$ cat config.mk
export PLATFORM = sky130hd
export DESIGN_NAME = tour_cmd
export DESIGN_NICKNAME = d
export VERILOG_FILES = /design/src/rtl/tour_pkg.sv /design/src/rtl/tour_move_decode.sv /design/src/rtl/tour_cmd.sv
export SDC_FILE = /design/constraint.sdc
export NUM_CORES = 1
export LEC_CHECK = 0
export BUFFER_PORTS_ARGS = -buffer_cell sky130_fd_sc_hd__buf_2
export CELL_PAD_IN_SITES_DETAIL_PLACEMENT = 1
export CELL_PAD_IN_SITES_GLOBAL_PLACEMENT = 1
export CORE_MARGIN = 1
export CORE_UTILIZATION = 30
export CTS_BUF_LIST = sky130_fd_sc_hd__clkbuf_8
export CTS_CLUSTER_DIAMETER = 60
export DETAILED_ROUTE_END_ITERATION = 7
export PLACE_DENSITY_LB_ADDON = 0.08
export SYNTH_ARGS = -nofsm -noshare
export SYNTH_HDL_FRONTEND = slang
export SYNTH_SLANG_ARGS = --single-unit
$ cat constraint.sdc
create_clock -name clk -period 1.95 [get_ports clk]
set_input_delay 0.39 -clock clk [delete_from_list [all_inputs] [get_ports clk]]
set_output_delay 0.39 -clock clk [all_outputs]
set_load 0.01 [all_outputs]
$ cat src/rtl/tour_pkg.sv
// Shared types and constants for the knight's-tour command sequencer.
package tour_pkg;

    localparam int NUM_MOVES = 24;
    localparam int IDX_W     = 5;

    typedef enum logic [2:0] {
        IDLE   = 3'd0,
        VERT   = 3'd1,
        WAIT_V = 3'd2,
        HORZ   = 3'd3,
        WAIT_H = 3'd4
    } state_t;

    localparam logic [3:0] OP_MOVE    = 4'h2;
    localparam logic [3:0] OP_FANFARE = 4'h3;

    localparam logic [7:0] HEAD_N = 8'h00;
    localparam logic [7:0] HEAD_S = 8'h7F;
    localparam logic [7:0] HEAD_E = 8'hBF;
    localparam logic [7:0] HEAD_W = 8'h3F;

    localparam logic [7:0] MV0 = 8'b0000_0001;
    localparam logic [7:0] MV1 = 8'b0000_0010;
    localparam logic [7:0] MV2 = 8'b0000_0100;
    localparam logic [7:0] MV3 = 8'b0000_1000;
    localparam logic [7:0] MV4 = 8'b0001_0000;
    localparam logic [7:0] MV5 = 8'b0010_0000;
    localparam logic [7:0] MV6 = 8'b0100_0000;
    localparam logic [7:0] MV7 = 8'b1000_0000;

    localparam logic [7:0] RESP_ACK = 8'hA5;
    localparam logic [7:0] RESP_POS = 8'h5A;

    localparam logic [IDX_W-1:0] LAST_IDX = IDX_W'(NUM_MOVES - 1);

endpackage

$ cat src/rtl/tour_move_decode.sv
// Splits a one-hot knight move into a vertical leg and a horizontal leg.
module tour_move_decode
    import tour_pkg::*;
(
    input  logic [7:0] move,
    output logic [7:0] vhead,
    output logic [3:0] vsq,
    output logic [7:0] hhead,
    output logic [3:0] hsq
);

    // Heading/length per leg; anything not one-hot becomes a zero-length north move.
    always_comb begin
        vhead = HEAD_N;
        vsq   = 4'd0;
        hhead = HEAD_N;
        hsq   = 4'd0;
        case (move)
            MV0: begin vhead = HEAD_N; vsq = 4'd2; hhead = HEAD_E; hsq = 4'd1; end
            MV1: begin vhead = HEAD_N; vsq = 4'd2; hhead = HEAD_W; hsq = 4'd1; end
            MV2: begin vhead = HEAD_N; vsq = 4'd1; hhead = HEAD_W; hsq = 4'd2; end
            MV3: begin vhead = HEAD_S; vsq = 4'd1; hhead = HEAD_W; hsq = 4'd2; end
            MV4: begin vhead = HEAD_S; vsq = 4'd2; hhead = HEAD_W; hsq = 4'd1; end
            MV5: begin vhead = HEAD_S; vsq = 4'd2; hhead = HEAD_E; hsq = 4'd1; end
            MV6: begin vhead = HEAD_S; vsq = 4'd1; hhead = HEAD_E; hsq = 4'd2; end
            MV7: begin vhead = HEAD_N; vsq = 4'd1; hhead = HEAD_E; hsq = 4'd2; end
            default: begin
                vhead = HEAD_N;
                vsq   = 4'd0;
                hhead = HEAD_N;
                hsq   = 4'd0;
            end
        endcase
    end

endmodule

$ cat src/rtl/tour_cmd.sv
// Command-path sequencer: UART passthrough when idle, solver tour playback otherwise.
module tour_cmd
    import tour_pkg::*;
(
    input  logic        clk,
    input  logic        rst_n,
    input  logic        start_tour,
    input  logic [7:0]  move,
    output logic [4:0]  mv_indx,
    input  logic [15:0] cmd_UART,
    input  logic        cmd_rdy_UART,
    output logic        clr_cmd_rdy_UART,
    output logic [15:0] cmd,
    output logic        cmd_rdy,
    input  logic        clr_cmd_rdy,
    input  logic        send_resp,
    output logic [7:0]  resp,
    output logic        tour_active
);

    state_t           state_r;
    logic [IDX_W-1:0] mv_indx_r;
    logic [7:0]       resp_r;
    logic [7:0]       vhead_s;
    logic [3:0]       vsq_s;
    logic [7:0]       hhead_s;
    logic [3:0]       hsq_s;

    tour_move_decode u_decode (
        .move  (move),
        .vhead (vhead_s),
        .vsq   (vsq_s),
        .hhead (hhead_s),
        .hsq   (hsq_s)
    );

    // Tour FSM with move index and response byte; send_resp only counts in the wait states.
    always_ff @(posedge clk or negedge rst_n) begin
        if (!rst_n) begin
            state_r   <= IDLE;
            mv_indx_r <= 5'd0;
            resp_r    <= RESP_ACK;
        end else begin
            case (state_r)
                IDLE: begin
                    if (start_tour) begin
                        mv_indx_r <= 5'd0;
                        state_r   <= VERT;
                    end
                end
                VERT: begin
                    if (clr_cmd_rdy) state_r <= WAIT_V;
                end
                WAIT_V: begin
                    if (send_resp) begin
                        state_r <= HORZ;
                        resp_r  <= RESP_POS;
                    end
                end
                HORZ: begin
                    if (clr_cmd_rdy) state_r <= WAIT_H;
                end
                WAIT_H: begin
                    if (send_resp) begin
                        if (mv_indx_r == LAST_IDX) begin
                            state_r <= IDLE;
                            resp_r  <= RESP_ACK;
                        end else begin
                            mv_indx_r <= mv_indx_r + 5'd1;
                            state_r   <= VERT;
                            resp_r    <= RESP_POS;
                        end
                    end
                end
                default: begin
                    state_r   <= IDLE;
                    mv_indx_r <= 5'd0;
                    resp_r    <= RESP_ACK;
                end
            endcase
        end
    end

    // Command path mux; the UART side is combinational so its handshake stays same-cycle.
    always_comb begin
        cmd              = cmd_UART;
        cmd_rdy          = cmd_rdy_UART;
        clr_cmd_rdy_UART = clr_cmd_rdy;
        case (state_r)
            IDLE: begin
                cmd              = cmd_UART;
                cmd_rdy          = cmd_rdy_UART;
                clr_cmd_rdy_UART = clr_cmd_rdy;
            end
            VERT, WAIT_V: begin
                cmd              = {OP_MOVE, vhead_s, vsq_s};
                cmd_rdy          = (state_r == VERT);
                clr_cmd_rdy_UART = 1'b0;
            end
            HORZ, WAIT_H: begin
                cmd              = {OP_FANFARE, hhead_s, hsq_s};
                cmd_rdy          = (state_r == HORZ);
                clr_cmd_rdy_UART = 1'b0;
            end
            default: begin
                cmd              = 16'h0000;
                cmd_rdy          = 1'b0;
                clr_cmd_rdy_UART = 1'b0;
            end
        endcase
    end

    assign mv_indx     = mv_indx_r;
    assign resp        = resp_r;
    assign tour_active = (state_r != IDLE);

endmodule

==> flow_summary.yaml, run 1 <==
run_status:
  status: "finished, violations left"
  violations: "negative setup slack"
cells_and_area:
  fin_area_um2: 1600
  final_common_cell: "buf_2"
  final_cell_count_no_fill: 251
  final_layout_size_suffix_gt1_frac: 0.517
  finalNetCount: 239
  final_cell_mix: "60 x buf_2, 18 x nand2_1, 15 x buf_4, 10 x nor2_1"
  n_fill_cell: 423
  syn_to_final_growth_pct: 54.5
  diodes: 0
worst_hold_path:
  min_path_type: "input pin to asynchronous set/reset pin"
sta:
  fmax_mhz: 500
  setup_viol: 8
  hold_viol: 0
  period_needed_ns: 2.00
  slew_headroom: 0.750
  rsz0062_at_grt: "yes"
  tightest_slew_ns: 0.371
  slew_violations: 0
  clock-skew-final_ns: 0.0109
  fin_ws_ns: -0.0481
  finalCritPeriodShare: 1.02
synthesis:
  synth_top_area_share: 0.218
  synth_area_um2: 1030
  synth_fp_nets: 170
  synthFlopType: "dfrtp_1"
  syn_inst: 139
  synth.area.top_cells: "dfrtp_1 22%, nand2_1 6.5%, buf_4 4.4%"
  ys_seq_area_frac: 0.243
  synth.distinct_cells: 45
  synth_edf_count: 0
  async_reset_ff_frac: 1.00
  yosysWarnings: 0
  syn_area_per_cell_um2: 7.44
  synth_largest_area_cell: "dfrtp_1"
  ys_seq_elements: 10
die:
  die_h_um: 60.7
  chipWidth_um: 60.7
  rows: 20
  core_area_um2: 3150
  io_pins: 62
  start_util: 0.328
  die_area_um2: 3690
worst_setup_path:
  start_kind: "register"
  crit_type: "register to output pin"
  r2r_start: "mv_indx[0]"
  rrSetupSlack_ns: 0.24
  cp_data_required_time_ns: 1.56
  regToRegEndpoint: "mv_indx[3]"
  reg2reg_depth: 5
  endpoint_kind: "output pin"
  cp.arrival_ns: 1.61
  cp_max_fo: 7
power_and_ir_drop:
  powerDensity_nw_per_um2: 1210
  total_power_mw: 1.94
  p_leak_nw: 0.844
  ir_drop_mv: 0.552
global_route:
  grt.overflow.total: 0
  grt_pass1_wl_um: 5750
  grt_pass1_vias: 1285
  grt.total_usage: 0.207
  grt_antenna_before_repair: 0
  grt_max_degree: 17
detailed_routing:
  vias_per_cell: 5.30
  vias: 1331
  first_iter_violations: 59
  ant_nets: 0
  wl_um: 3900
  first_pass_iters: 4
  wl_per_cell_um: 15.5
  drc: 0
place:
  postPlaceCellArea_um2: 1380
  post-dp-hpwl_um: 2780
  io_buffers: 61
  dpl.cell_count: 238
  gp_congestion: 0.802
clocking:
  clkSinkCount: 10
  clk_latency_ns: 0.24
  cts_tree: "built"
  cts_root_buffer: "clkbuf_8"
  cts_buffers: 3
  clk_pin_slew_ns: 0.05
  htree_num_levels: 1
  cts_hold_buf: 0
  cts.path.max_buffers: 2
run:
  maxCapViolCount: 0
## state kept, by name, summed over array words and instances, names as in the netlist
name / flops
resp: 2
mv_indx: 5
state_r: 3
## critical path, stage by stage (launching register included)
cell and delay, ns:
dfrtp_2 0.45, xor2_1 0.19, and3_1 0.25, o2111ai_2 0.13, buf_6 0.16, nand4_1 0.06
buf_2 0.14
## metrics by stage
| step | setup WS, ns | util | hold slack (ns) | TNS (ns) |
|---|---|---|---|---|
| floorplan | 0.0737 | - | 0.0944 | 0 |
| global route | -0.160 | 0.507 | 0.0295 | -1.17 |
| global placement | -0.00125 | 0.437 | 0.257 | -0.00205 |
| detailed placement | -0.0506 | 0.437 | 0.274 | -0.277 |
| finish | -0.0481 | 0.507 | 0.0169 | -0.300 |
| CTS | -0.0449 | 0.479 | 0.0199 | -0.175 |
## layout make-up
type                    instances  area, um2  share of cell area
multi-input cells             109        771               0.482
repair buffers                 79        454               0.284
flip-flops and latches         10        255               0.160
well taps                      44       55.1              0.0344
clock buffers                   3       41.3              0.0258
inverters                       5       18.8              0.0117
clock inverters                 1       3.75             0.00235
## logic make-up after synthesis
group	count (synthesis)	share of synthesized area
fa+ha+maj	1	0.0121
flops	10	0.243
xor+xnor	7	0.0593
mux	1	0.00967
buf+inv	21	0.109
simple gates	68	0.354
compound gates	31	0.213
## how the worst max path moves through the flow
stage,from,end,slack [ns],depth (start not counted)
3_3_place_gp,move[3],cmd[4],-0.001,5
5_1_grt,state_r[1],cmd[5],-0.16,6
3_5_place_dp,move[3],cmd[8],-0.05,5
2_1_floorplan,move[5],cmd[4],0.07,5
6_report,state_r[1],cmd[8],-0.05,6
4_1_cts,state_r[0],cmd[6],-0.04,5
## report_power, final
group | internal (mW) | total, mW | switching, mW | leakage, nW
Clock | 0.137 | 0.215 | 0.0775 | 0.0269
Sequential | 0.281 | 0.385 | 0.104 | 0.124
Combinational | 0.621 | 1.34 | 0.719 | 0.693
## routing by layer
metal | track usage | routed length, um | part of all wire
met1 | 0.252 | 1660 | 0.43
met3 | 0.0384 | 235 | 0.060
met2 | 0.381 | 1980 | 0.51
met5 | 0 | 0 | 0
met4 | 0.0390 | 15 | 0.0039
## what timing repair did
action                                  CTS  global route
pin swaps                                 3             9
endpoints found under the setup margin   12            11
setup buffers                             6             2
cloned                                    0             1
gates resized for setup                  11            16
## synth_stat cells, types with 2 or more instances
master and count:
nor3_1 2, xor2_1 5, o31ai_1 4, o2111ai_1 3
a21oi_1 2, nand3_1 6, and3_1 6, a211oi_1 3
nor2_1 12, nor4b_1 3, nand2_1 18, buf_4 6
o22ai_1 4, o21ai_0 6, nor4_1 2, clkbuf_1 8
dfrtp_1 9, nand4_1 6, xnor2_1 2, or4_1 2
inv_1 4, nor2b_1 3
(Power assumes the default switching activity.)
==> run 2, diff against run 1 <==
--- a/config.mk
+++ b/config.mk
@@ -9,7 +9,7 @@
 export CELL_PAD_IN_SITES_DETAIL_PLACEMENT = 1
 export CELL_PAD_IN_SITES_GLOBAL_PLACEMENT = 1
 export CORE_MARGIN = 1
-export CORE_UTILIZATION = 30
+export CORE_UTILIZATION = 27
 export CTS_BUF_LIST = sky130_fd_sc_hd__clkbuf_8
 export CTS_CLUSTER_DIAMETER = 60
 export DETAILED_ROUTE_END_ITERATION = 7
==> constraint.sdc (replaced) <==
create_clock -name clk -period 1.6 [get_ports clk]
set_input_delay 0.32 -clock clk [delete_from_list [all_inputs] [get_ports clk]]
set_output_delay 0.32 -clock clk [all_outputs]
set_load 0.01 [all_outputs]
==> run 2 against run 1 <==
Effect of this change:
- the run still ends with negative setup slack left
- flip-flop and latch count is the same
- first-iteration DRC count shrank 47%
- hold slack gained 0.37 ns
- routed wire length shrank 7.4%
- via count shrank 0.30%
- count of clock-buffer cells in the layout grew 1
- critical path depth is the same
- die area grew 11%
- design area grew 6.8%
- sequential power grew 17%
- utilization shrank 4.1 points
- clock skew shrank 0.0099 ns
==> flow_summary.yaml, run 2 (synthesis results as in run 1) <==
cells_and_area:
  syn_to_final_growth_pct: 65.1
  finalNetCount: 249
  final_cell_mix: "60 x buf_2, 25 x buf_4, 17 x nand2_1, 11 x nor2_1, 6 x nand4_1"
  n_fill_cell: 489
  final_common_cell: "buf_2"
  finish.utilization: 0.467
  final_layout_size_suffix_gt1_frac: 0.548
  diodes: 0
  largest_reg_flops: 5
detailed_routing:
  ant_nets: 0
  first_iter_violations: 31
  first_pass_iters: 4
  vias: 1327
  drc: 0
  vias_per_cell: 5.01
  wl_um: 3610
  wl_per_cell_um: 13.6
die:
  start_util: 0.283
  rows: 22
  die_area_um2: 4080
  chipWidth_um: 63.9
  die_h_um: 63.9
  io_pins: 62
  core_area_um2: 3660
worst_setup_path:
  cp_top_family: "flip-flops"
  worst-path-buf-inv: 2
  r2r_start: "mv_indx[0]"
  cp_data_required_time_ns: 1.28
  crit_chain: "nor2b_4, a22o_4, nand4b_1, buf_6, nand4_1, buf_2"
  start_kind: "register"
  crit_cells: 6
  crit_path_top_delay_cell: "dfrtp_2"
  cp_max_fo: 7
  endpoint_kind: "output pin"
  reg2reg_depth: 5
  rrSetupSlack_ns: 0.05
  crit_type: "register to output pin"
  critPathMaxStageDelay_ns: 0.45
  cp.arrival_ns: 1.55
  crit_path_start: "state_r[1]"
  regToRegEndpoint: "mv_indx[2]"
clocking:
  cts_root_buffer: "clkbuf_8"
  cts_buffers: 3
  cts.path.max_buffers: 2
  clk_latency_ns: 0.24
  clkSinkCount: 10
  htree_num_levels: 1
  cts_tree: "built"
  clk_pin_slew_ns: 0.05
sta:
  fin_ws_ns: -0.271
  tightest_slew_ns: 0.385
  fmax_mhz: 535
  clock-skew-final_ns: 0.000992
  slew_violations: 0
  fin_setup_tns_ns: -2.66
  setup_viol: 14
  hold_viol: 0
  timing.hold.ws_ns: 0.392
  period_needed_ns: 1.87
  finalCritPeriodShare: 1.17
  slew_headroom: 0.741
  rsz0062_at_grt: "yes"
run_status:
  violations: "negative setup slack"
  status: "finished, violations left"
run:
  maxCapViolCount: 0
worst_hold_path:
  min_path_type: "input pin to register"
  hold_start: "clr_cmd_rdy"
  hold_depth: 3
  hold_path_end: "state_r[2]"
global_route:
  grt_antenna_before_repair: 0
  grt_pass1_wl_um: 6070
  grt.total_usage: 0.184
  grt_pass1_vias: 1313
  grt.overflow.total: 0
  grt_max_degree: 17
place:
  post-dp-hpwl_um: 2840
  dp_slack_ns: -0.262
  gp_congestion: 0.755
  io_buffers: 61
power_and_ir_drop:
  total_power_mw: 2.49
  ir_drop_mv: 0.551
  powerDensity_nw_per_um2: 1460
  p_leak_nw: 0.893
## run 2: per-stage QoR
stage	cells	area (um2)
after floorplan	139	1090
after global placement	256	1530
after detailed placement	256	1530
after CTS	263	1640
after global routing	265	1710
final	265	1710
## run 2: how the worst max path moves through the flow
stage	end	slack, ns
floorplan	cmd[4]	-0.005
global placement	cmd[8]	-0.20
detailed placement	cmd[7]	-0.26
CTS	cmd[7]	-0.29
global route	cmd[7]	-0.35
finish	cmd[8]	-0.27
## run 2: report_power, final
| group | internal [mW] | total [mW] | switching (mW) |
|---|---|---|---|
| sequential | 0.345 | 0.452 | 0.107 |
| clock | 0.217 | 0.323 | 0.106 |
| combinational | 0.855 | 1.71 | 0.859 |
| total | 1.42 | 2.49 | 1.07 |
## run 2: cell type report
type                            instances  area (um2)  area share
Clock buffer                            4        55.1      0.0322
Inverter                                5        18.8      0.0110
Multi-Input combinational cell        108         766       0.448
Sequential cell                        10         256       0.150
Tap cell                               48        60.1      0.0352
Timing Repair Buffer                   90         552       0.323
## run 2: layer usage
layer  GRT usage  vias up  part of all wire  wire length (um)
met2       0.301       36              0.48              1720
li1            -      661                 -                 -
met5           0        -                 0                 0
met1       0.249      625              0.47              1680
met3      0.0393        5             0.047               168
met4      0.0341        0             0.011                39
## run 2: worst min-delay path: cells and delay by family
family                 cells  cell delay [ns]
buffers and inverters      1             0.13
AOI/OAI and AO/OA          1             0.06
and+or+nand+nor            1             0.08
## run 2: timing repair
action                                 in CTS  in global routing
pin swaps                                   3                  6
setup buffers                               2                  2
setup endpoints to repair                  19                 20
hold buffers                                1                  0
resized for setup                           7                 15
cloned                                      0                  0
endpoints found under the hold margin       9                  0
==> run 3, diff against run 2 <==
--- a/config.mk
+++ b/config.mk
@@ -6,7 +6,7 @@
 export NUM_CORES = 1
 export LEC_CHECK = 0
 export BUFFER_PORTS_ARGS = -buffer_cell sky130_fd_sc_hd__buf_2
-export CELL_PAD_IN_SITES_DETAIL_PLACEMENT = 1
+export CELL_PAD_IN_SITES_DETAIL_PLACEMENT = 0
 export CELL_PAD_IN_SITES_GLOBAL_PLACEMENT = 1
 export CORE_MARGIN = 1
 export CORE_UTILIZATION = 27
==> run 3 against run 2 <==
Effect of this change:
- the flow still finishes with violations (negative setup slack)
- largest cell class unchanged
- cell count unchanged
- design area increased by 0.37%
- first-iteration DRC count unchanged
- clock power decreased by 2%
- highest routed layer is now met3
- largest power group unchanged
- critical path type unchanged
- critical endpoint is now cmd[5]
- global-route usage decreased by 1.8 points
==> flow_summary.yaml, run 3 (synthesis results as in run 1) <==
run_status:
  status: "finished, violations left"
  violations: "negative setup slack"
worst_setup_path:
  start_kind: "register"
  endpoint_kind: "output pin"
  crit_type: "register to output pin"
  cp_max_fo: 7
  cp.arrival_ns: 1.56
  cp_data_required_time_ns: 1.28
sta:
  fmax_mhz: 532
  hold_viol: 0
  finalCritPeriodShare: 1.18
  slew_violations: 0
  tightest_slew_ns: 0.289
  period_needed_ns: 1.88
  fin_setup_tns_ns: -2.95
  rsz0062_at_grt: "yes"
  clock-skew-final_ns: 0.00485
  setup_viol: 17
  fin_ws_ns: -0.281
  slew_headroom: 0.805
  timing.hold.ws_ns: 0.381
detailed_routing:
  vias_per_cell: 4.94
  wl_um: 3280
  ant_nets: 0
  wl_per_cell_um: 12.4
  first_pass_iters: 6
  first_iter_violations: 31
  drc: 0
  vias: 1309
cells_and_area:
  finish.utilization: 0.468
  syn_to_final_growth_pct: 65.7
  final_layout_size_suffix_gt1_frac: 0.544
  diodes: 0
  final_cell_count_no_fill: 265
  final_cell_mix: "59 x buf_2, 26 x buf_4, 17 x nand2_1, 12 x nor2_1"
  fin_area_um2: 1710
  finalNetCount: 249
  final_common_cell: "buf_2"
  largest_reg_flops: 5
power_and_ir_drop:
  total_power_mw: 2.45
  p_leak_nw: 0.898
  powerDensity_nw_per_um2: 1430
  ir_drop_mv: 0.640
die:
  chipWidth_um: 63.9
  die_area_um2: 4080
  rows: 22
  die_h_um: 63.9
  core_area_um2: 3660
  io_pins: 62
  start_util: 0.283
clocking:
  clk_pin_slew_ns: 0.05
  cts.path.max_buffers: 2
  htree_num_levels: 1
  clkSinkCount: 10
  cts_tree: "built"
  clk_latency_ns: 0.24
  cts_buffers: 3
  cts_root_buffer: "clkbuf_8"
place:
  dp_slack_ns: -0.256
  gp_congestion: 0.755
  post-dp-hpwl_um: 2600
  postPlaceCellArea_um2: 1530
  io_buffers: 61
  dpl.cell_count: 256
run:
  maxCapViolCount: 0
global_route:
  grt_pass1_wl_um: 5400
  grt_pass1_vias: 1194
  grt_max_degree: 17
  grt.overflow.total: 0
  grt_antenna_before_repair: 0
  grt.total_usage: 0.166
worst_hold_path:
  min_path_type: "input pin to register"
-- run 3: critical path: stages, from the launching register on --
cell      delay (ns)
dfrtp_2         0.44
nor2b_4         0.15
a22o_4          0.24
nand4b_1        0.12
buf_6           0.14
nand4_1         0.09
buf_2           0.15
-- run 3: report_power, final --
group | internal (mW) | switching [mW]
registers | 0.342 | 0.0971
logic | 0.846 | 0.852
clock network | 0.217 | 0.102
total | 1.40 | 1.05
-- run 3: final cells by class --
type,instances,area [um2]
clock buffers,4,55.1
fillers,392,1950
inverters,5,18.8
multi-input cells,108,771
flip-flops and latches,10,255
well taps,48,60.1
repair buffers,90,554
-- run 3: what timing repair did --
item / in CTS / in global routing
endpoints found under the setup margin: 19 / 21
pin swaps: 3 / 5
endpoints found under the hold margin: 9 / 0
hold buffers: 1 / 0
gates resized for setup: 11 / 9
cloned: 0 / 0
buffers inserted: 3 / 1
-- run 3: path summary, 6_finish.rpt --
path                        startpoint          to  slack [ns]  cells past startpoint
hold reg to reg                resp[6]     resp[6]        0.58                      2
max in group asynchronous        rst_n     resp[5]        0.86                      2
min in group asynchronous        rst_n  mv_indx[3]        0.48                      2
setup / recovery            state_r[1]      cmd[5]       -0.28                      6
setup reg to reg            mv_indx[0]  mv_indx[2]        0.08                      5
hold / removal             clr_cmd_rdy  state_r[2]        0.38                      3
-- run 3: layer usage --
layer  track usage  share of wire
met2         0.265           0.47
met3        0.0429          0.048
met1         0.228           0.48
met4        0.0227              0
met5             0              0
